[config.mk]
export PLATFORM = sky130hd
export DESIGN_NAME = branch_resolve_unit
export DESIGN_NICKNAME = d
export VERILOG_FILES = /design/src/rtl/branch_resolve_unit.sv
export SDC_FILE = /design/constraint.sdc
export NUM_CORES = 1
export LEC_CHECK = 0
export CAP_MARGIN = 10
export CORE_MARGIN = 10
export CORE_UTILIZATION = 52
export CTS_BUF_LIST = sky130_fd_sc_hd__clkbuf_2
export CTS_CLUSTER_DIAMETER = 80
export DETAILED_ROUTE_END_ITERATION = 10
export PLACE_DENSITY = 0.87
export SLEW_MARGIN = 0
export SYNTH_ARGS = -nofsm -noshare
export SYNTH_HDL_FRONTEND = slang
export SYNTH_SLANG_ARGS = --single-unit
[constraint.sdc]
create_clock -name clk -period 13.2 [get_ports clk]
set_clock_uncertainty 0.05 [all_clocks]
set_input_delay 2.64 -clock clk [delete_from_list [all_inputs] [get_ports clk]]
set_output_delay 2.64 -clock clk [all_outputs]
set_load 0.005 [all_outputs]
[src/rtl/branch_resolve_unit.sv]
// branch_resolve_unit: tracks in-flight branch predictions, resolves them in order
// against AGEX outcomes, trains the predictor and redirects fetch on a mispredict.
module branch_resolve_unit #(
    parameter int DBITS  = 32,
    parameter int BPBITS = 8,
    parameter int DEPTH  = 4
) (
    input  logic                     clk,
    input  logic                     reset,
    input  logic                     push_valid,
    output logic                     push_ready,
    input  logic [DBITS-1:0]         push_pc,
    input  logic [BPBITS-1:0]        push_idx,
    input  logic                     push_taken,
    input  logic [DBITS-1:0]         push_target,
    input  logic                     res_valid,
    input  logic                     res_taken,
    input  logic [DBITS-1:0]         res_target,
    output logic                     upd_valid,
    output logic                     upd_dir,
    output logic [BPBITS-1:0]        upd_idx,
    output logic [DBITS-1:0]         upd_pc,
    output logic [DBITS-1:0]         upd_target,
    output logic                     redirect_valid,
    output logic [DBITS-1:0]         redirect_pc,
    output logic [$clog2(DEPTH):0]   count,
    output logic                     resolve_err
);
    localparam int AW = $clog2(DEPTH);
    localparam logic [AW:0] FULL = (AW+1)'(DEPTH);

    logic [DBITS-1:0]  pc_q     [DEPTH];
    logic [BPBITS-1:0] idx_q    [DEPTH];
    logic              taken_q  [DEPTH];
    logic [DBITS-1:0]  target_q [DEPTH];
    logic [AW-1:0]     head, tail;
    logic              res_acc, mispredict, push_acc;
    logic [DBITS-1:0]  correct_pc;

    assign push_ready = count != FULL;
    assign res_acc    = res_valid && count != '0;
    assign mispredict = res_acc && (taken_q[head] != res_taken ||
                                    (res_taken && target_q[head] != res_target));
    assign correct_pc = res_taken ? res_target : pc_q[head] + DBITS'(4);
    // A mispredict flushes everything younger, including a branch arriving this cycle.
    assign push_acc   = push_valid && push_ready && !mispredict;

    always_ff @(posedge clk or posedge reset) begin
        if (reset) begin
            head           <= '0;
            tail           <= '0;
            count          <= '0;
            upd_valid      <= 1'b0;
            upd_dir        <= 1'b0;
            upd_idx        <= '0;
            upd_pc         <= '0;
            upd_target     <= '0;
            redirect_valid <= 1'b0;
            redirect_pc    <= '0;
            resolve_err    <= 1'b0;
            for (int i = 0; i < DEPTH; i++) begin
                pc_q[i]     <= '0;
                idx_q[i]    <= '0;
                taken_q[i]  <= 1'b0;
                target_q[i] <= '0;
            end
        end else begin
            upd_valid      <= res_acc;
            redirect_valid <= mispredict;
            if (res_valid && count == '0)
                resolve_err <= 1'b1;
            if (res_acc) begin
                upd_dir    <= res_taken;
                upd_idx    <= idx_q[head];
                upd_pc     <= pc_q[head];
                upd_target <= res_target;
            end
            if (mispredict) begin
                redirect_pc <= correct_pc;
                head        <= tail;
                count       <= '0;
            end else begin
                if (push_acc) begin
                    pc_q[tail]     <= push_pc;
                    idx_q[tail]    <= push_idx;
                    taken_q[tail]  <= push_taken;
                    target_q[tail] <= push_target;
                    tail           <= tail + AW'(1);
                end
                if (res_acc)
                    head <= head + AW'(1);
                count <= count + (AW+1)'(push_acc) - (AW+1)'(res_acc);
            end
        end
    end
endmodule

======== Word-level counts from Yosys, hierarchy flattened ========
Index checks and enable logic that the tools add are counted.
W data, S select, Z words.
operators by class
  add/subtract/negate cells ............... 5
  $lt $le $gt $ge ......................... 3
  equality and inequality tests ........... 3
  muxes and demuxes ....................... 26
  bitwise logic cells ..................... 3
  reduce and logical (&&, ||, !) cells .... 13
operator list
  cell                     count
  $bwmux W128              2
  $mux W32                 6
  $bmux W32 S2             2
  $demux W32 S2            1
  $add A32 B3 Y32 const B  1
  $bwmux W32               1
  $ne A32 B32 Y1           1
  $mux W8                  3
  $bmux W8 S2              1
  $demux W8 S2             1
  $logic_and A1 B1 Y1      7
  $ge A3 B3 Y1 const B     2
  $not A2 Y3               2
  $add A2 B1 Y2 const B    2
  $bwmux W4                1
  $mux W2                  2
  $add A3 B1 Y3            1
  $logic_not A3 Y1         1
  $lt A3 B1 Y1 const B     1
  $mux W1                  3
  $mux W3                  1
  $ne A3 B3 Y1 const B     1
  $reduce_bool A3 Y1       1
  $sub A3 B1 Y3            1
  other kinds (8)          8
storage, ports and cells
  bits in registers ....................... 407
  input bits .............................. 110
  logic and storage cells ................. 80

======== Depth between registers and ports, before layout ========
  word-level depth ........................ 13
  depth in mapped cells ................... 19

======== Worst setup path after synthesis ========
No wires, ideal clock.
  path kind ............................... input to register
  from .................................... input res_target[27]
  to ...................................... register count[2]
  data arrival time ....................... 5.230 ns
  required time ........................... 13.031 ns
  slack ................................... 7.801 ns
  stages on the path ...................... 16
  path buffers ............................ 2
  path through ............................ xnor2_1 > nor4b_1 > nor2_1 > a2111oi_0 > and4_1 > buf_2 > buf_4 > o21ai_0 > ha_1 > inv_1 > ha_1 > inv_1 > fa_1 > xor2_1 > xnor2_1 > nor2_1
between the ends
  word-level cells in the longest chain between the ends .. 9
RTL lines
  what                    line  RTL
  start: declaration      18    input logic [DBITS-1:0] res_target,
  $ne A32 B32 Y1 *        43    (res_taken && target_q[head] != res_target));
  $logic_and A1 B1 Y1 *   43
  $logic_or A1 B1 Y1 *    42    assign mispredict = res_acc && (taken_q[head] != res_taken ||
  $logic_and A1 B1 Y1 *   42
  $logic_not A1 Y1        46    assign push_acc = push_valid && push_ready && !mispredict;
  $logic_and A1 B1 Y1     46
  $add A3 B1 Y3           92    count <= count + (AW+1)'(push_acc) - (AW+1)'(res_acc);
  $sub A3 B1 Y3           92
  $mux W3 *               78    if (mispredict) begin
  end signal: assignment  92
  end: declaration        26    output logic [$clog2(DEPTH):0] count,
Every way passes the cells marked *; elsewhere a longest branch is shown, timed or not.
A chain may end at the register's enable or synchronous reset.

======== Final worst setup path ========
  from .................................... input res_valid
  to ...................................... register pc_q[73] (netlist name)
between the ends
  word-level cells in the longest chain between the ends .. 5
  elaborated cells between the ends (all ways) .. 6
RTL lines
  what                                  line  RTL
  start: declaration                    16    input logic res_valid,
  $logic_and A1 B1 Y1 *                 41    assign res_acc = res_valid && count != '0;
  $logic_and A1 B1 Y1 *                 42
  $logic_not A1 Y1                      46
  $logic_and A1 B1 Y1                   46
  $reduce_and A2 Y1 (no source line) *  n/a
  end signal: indexed assignment        84    pc_q[tail] <= push_pc;
  end: declaration                      32    logic [DBITS-1:0] pc_q [DEPTH];
Marked as above.

==> flow_summary_export.csv <==
group,metric,value,unit
outcome,status,"completed",
grt,grt_use_total,0.222,
critical_path,worstPathArrival,7.12,ns
critical_path,worst_path_dominant_cell_family,"buffers and inverters",
sta,setup_viol,0,
clocking,number_of_buffers_inserted_for_hold_repair_after_clock_tree_synthesis,0,
pwr,clock_power_share,0.154,
clocking,cts_htree_levels,3,
grt,antenna_violations_before_repair,7,
critical_path,critPathMaxFanout,75,
floorplan,chipWidth,208,um
critical_path,timing.setup.critical_path_class,"input pin to register",
sta,finalMaxSlewViolations,0,
critical_path,number_of_buffer_and_inverter_stages_on_the_critical_path,4,
cells_and_area,fillCellCount,2642,
yosys,count_of_warnings_emitted_by_yosys,0,
flow_run,drv.max_cap_violation_count,0,
yosys,synth-edff-count,0,
pwr,power.static_leakage,0.00967,uW
pwr,vdd_ir_drop_max,0.000116,V
sta,setup_repair_after_global_routing_missed_its_margin,"false",
sta,finalSetupTns,0,ns
critical_path,worst_path_most_repeated_cell,"sky130_fd_sc_hd__buf_4",
place,dpl-instance-area,20900,um^2
floorplan,dieArea,43300,um^2
yosys,proportion_of_synthesized_chip_area_in_sequential_cells,0.554,
critical_path,r2r_setup_slack,7.41,ns
critical_path,critical_path.startpoint_type,"input pin",
yosys,post-synth-top-area-fraction,0.554,
yosys,register_bit_count_reported_by_yosys,407,
critical_path,max_stage_delay,1.09,ns
route,route.final.wire_length,48500,um
clocking,cts_tree,"done",
yosys,synth.lib_cells_used.distinct,44,
grt,first_global_vias,13331,
grt,grt_start_max_net_pins,183,
pwr,intPower,3540,uW
route,drt-initial-drc-count,895,
pwr,total_switching_power,1970,uW
yosys,syn_area_per_cell,13.3,um^2
pwr,total_power_density_per_cell_area,252,nW/um^2
yosys,synthArstFlopShare,1.00,
route,wire_per_inst,22.3,um
cells_and_area,post-route-util,0.630,
clocking,clk_latency,1.04,ns
clocking,clk_path_buf_depth,3,
sta,timing.final.crit_period,6.30,ns
hold_path,hold_class,"register to register",
clocking,clk_root_buffer_cell,"sky130_fd_sc_hd__clkbuf_2",
yosys,dominant_cells_by_area_after_synthesis,"sky130_fd_sc_hd__dfrtp_1 (55%), sky130_fd_sc_hd__mux2_2 (15%), sky130_fd_sc_hd__mux4_2 (7.6%)",
yosys,synth.net_count,1499,
critical_path,worstSetupEndpointType,"register",
pwr,report.power.total,5510,uW
floorplan,initial_core_util,0.529,
sta,max_freq,0.159,GHz
cells_and_area,area_delta_synth_final,19.1,%
place,dp_slack,5.83,ns
pwr,p_comb_frac,0.436,
clocking,cts_clock_pin_slew_for_the_worst_setup_and_hold_paths,0.09,ns
floorplan,io_pins,222,
grt,gr-total-overflow,0,
pwr,seq_power_share,0.410,
grt,grt_first_pass_wirelength,75700,um
sta,max_slew.worst_pin.slew,1.16,ns
clocking,post_cts.resized_instances,0,
cells_and_area,area_of_all_placed_cells_without_fillers,21900,um^2
route,detail-route-antenna-nets,0,
floorplan,core,34700,um^2
floorplan,fp-row-count,68,
cells_and_area,final_layout_size_suffix_gt1_frac,0.286,
sta,min_period_over_period,0.477,
place,globalplace.congestion,0.829,
yosys,synth.cell_area,18400,um^2
clocking,numClockSinks,407,
critical_path,cp_max_stage_cell,"sky130_fd_sc_hd__o211ai_4",
route,via_per_inst,5.60,
route,firstDrtPassIters,5,
route,drc,0,
route,vias,12167,
floorplan,chipHeight,208,um
yosys,synth_ff_type,"sky130_fd_sc_hd__dfrtp_1",
sta,hold_violations,0,
pwr,swShare,0.358,
critical_path,worstPathCellList,"clkdlybuf4s50_1, nand2b_4, inv_2, buf_4, nand2_1, o211ai_4, buf_4, mux2_2",
clocking,cts_inserted_buffers,104,
cells_and_area,finalNetCount,1761,
critical_path,worst_ep_required_time,14.01,ns
yosys,biggest_area_consumer_among_synthesized_cells,"sky130_fd_sc_hd__dfrtp_1",
place,detailed_place_hpwl,32300,um
sta,max_slew_margin,0.226,
place,numPortBuffers,221,
yosys,synthesis.instances,1381,
clocking,postCtsSetupBuffers,0,
sta,post-route-worst-setup-slack,6.90,ns
-- layer usage --
layer  wire length [um]  vias to the layer above  GRT usage
met3               3740                       69     0.0759
met4                999                        8     0.0777
met5                 48                        -          0
li1                   -                     5422          -
met1              20100                     6286      0.272
met2              23700                      382      0.358
-- power by group through the flow --
stage | logic [uW] | clock network (uW) | registers [uW]
floorplan | 1650 | 0 | 2140
detailed placement | 2420 | 0 | 2280
finish | 2410 | 849 | 2260
global placement | 2340 | 0 | 2230
CTS | 2430 | 876 | 2250
global route | 2610 | 948 | 2330
-- logic make-up (layout without fill, tap and decap cells) --
kind of cell,after synthesis,after routing,synth area share
muxes,417,417,0.292
other,0,3,0
adders and majority gates,8,8,0.00585
DFF,407,407,0.554
xor gates and xnor gates,59,59,0.0281
buffers and inverters,89,423,0.0229
AOI/OAI and AO/OA,62,62,0.0217
and+or+nand+nor,339,339,0.0756
-- worst register-to-register path: cells and delay by family, from the launching register on --
family | cells | cell delay, ns
buffers and inverters | 3 | 0.91
DFF | 1 | 0.77
xor gates and xnor gates | 3 | 0.47
muxes | 1 | 0.64
adders and majority gates | 3 | 0.90
AOI/OAI and AO/OA | 2 | 0.84
and+or+nand+nor | 3 | 1.05
-- final cells by class --
class,count,area [um^2],area share
sequential,407,10200,0.466
timing repair buffer,236,2330,0.107
inverter,9,37.5,0.00172
clock inverter,32,200,0.00915
multi-input combinational,885,7820,0.357
clock buffer,146,731,0.0334
antenna,3,7.51,0.000343
tap,455,569,0.0260
-- Yosys cell counts, drive strengths merged (3+ instances only) --
library cell	count
buf	55
xor2	26
mux2i	26
and4	3
nand3	16
mux4	62
o21ai	36
nor3	5
clkbuf	25
nor2	22
and2	8
and3	4
a21oi	5
nand2	264
ha	7
dfrtp	407
inv	9
nand4	8
o211ai	6
xnor2	33
nor4	3
mux2	329
-- worst paths after layout --
check                                              from  cells past startpoint                      end
max in group asynchronous                         reset                      4      head[0]$_DFFE_PP0P_
worst min register to register  resolve_err$_DFFE_PP0P_                      1  resolve_err$_DFFE_PP0P_
worst min-delay path            resolve_err$_DFFE_PP0P_                      1  resolve_err$_DFFE_PP0P_
worst max-delay path                          res_valid                      8     pc_q[73]$_DFFE_PP0P_
min in group asynchronous                         reset                      3    idx_q[21]$_DFFE_PP0P_
worst max register to register      head[1]$_DFFE_PP0P_                     15       count[2]$_DFF_PP0_
-- registers in the layout (all words and copies together), names as in the netlist --
name	cells
count	3
head	2
idx_q	32
pc_q	128
redirect_pc	32
redirect_valid	1
resolve_err	1
tail	2
taken_q	4
target_q	128
upd_dir	1
upd_idx	8
upd_pc	32
upd_target	32
upd_valid	1
-- layout by cell type (no fill, tap or decap), drive strengths merged, types with 22 or more instances in the layout --
| cell | synthesis | layout |
|---|---|---|
| nand2 | 264 | 264 |
| o21ai | 36 | 36 |
| xnor2 | 33 | 33 |
| dfrtp | 407 | 407 |
| mux2i | 26 | 26 |
| mux4 | 62 | 62 |
| xor2 | 26 | 26 |
| nor2 | 22 | 22 |
| clkinv | 0 | 26 |
| clkbuf | 25 | 146 |
| mux2 | 329 | 329 |
| clkdlybuf4s50 | 0 | 220 |
-- through the flow --
stage	hold slack, ns	instances
floorplan	0.401	1381
global placement	0.387	1992
detailed placement	0.398	1992
CTS	0.419	2170
global route	0.438	2173
finish	0.424	2173
Note: power is estimated with default switching activity, not from simulation.
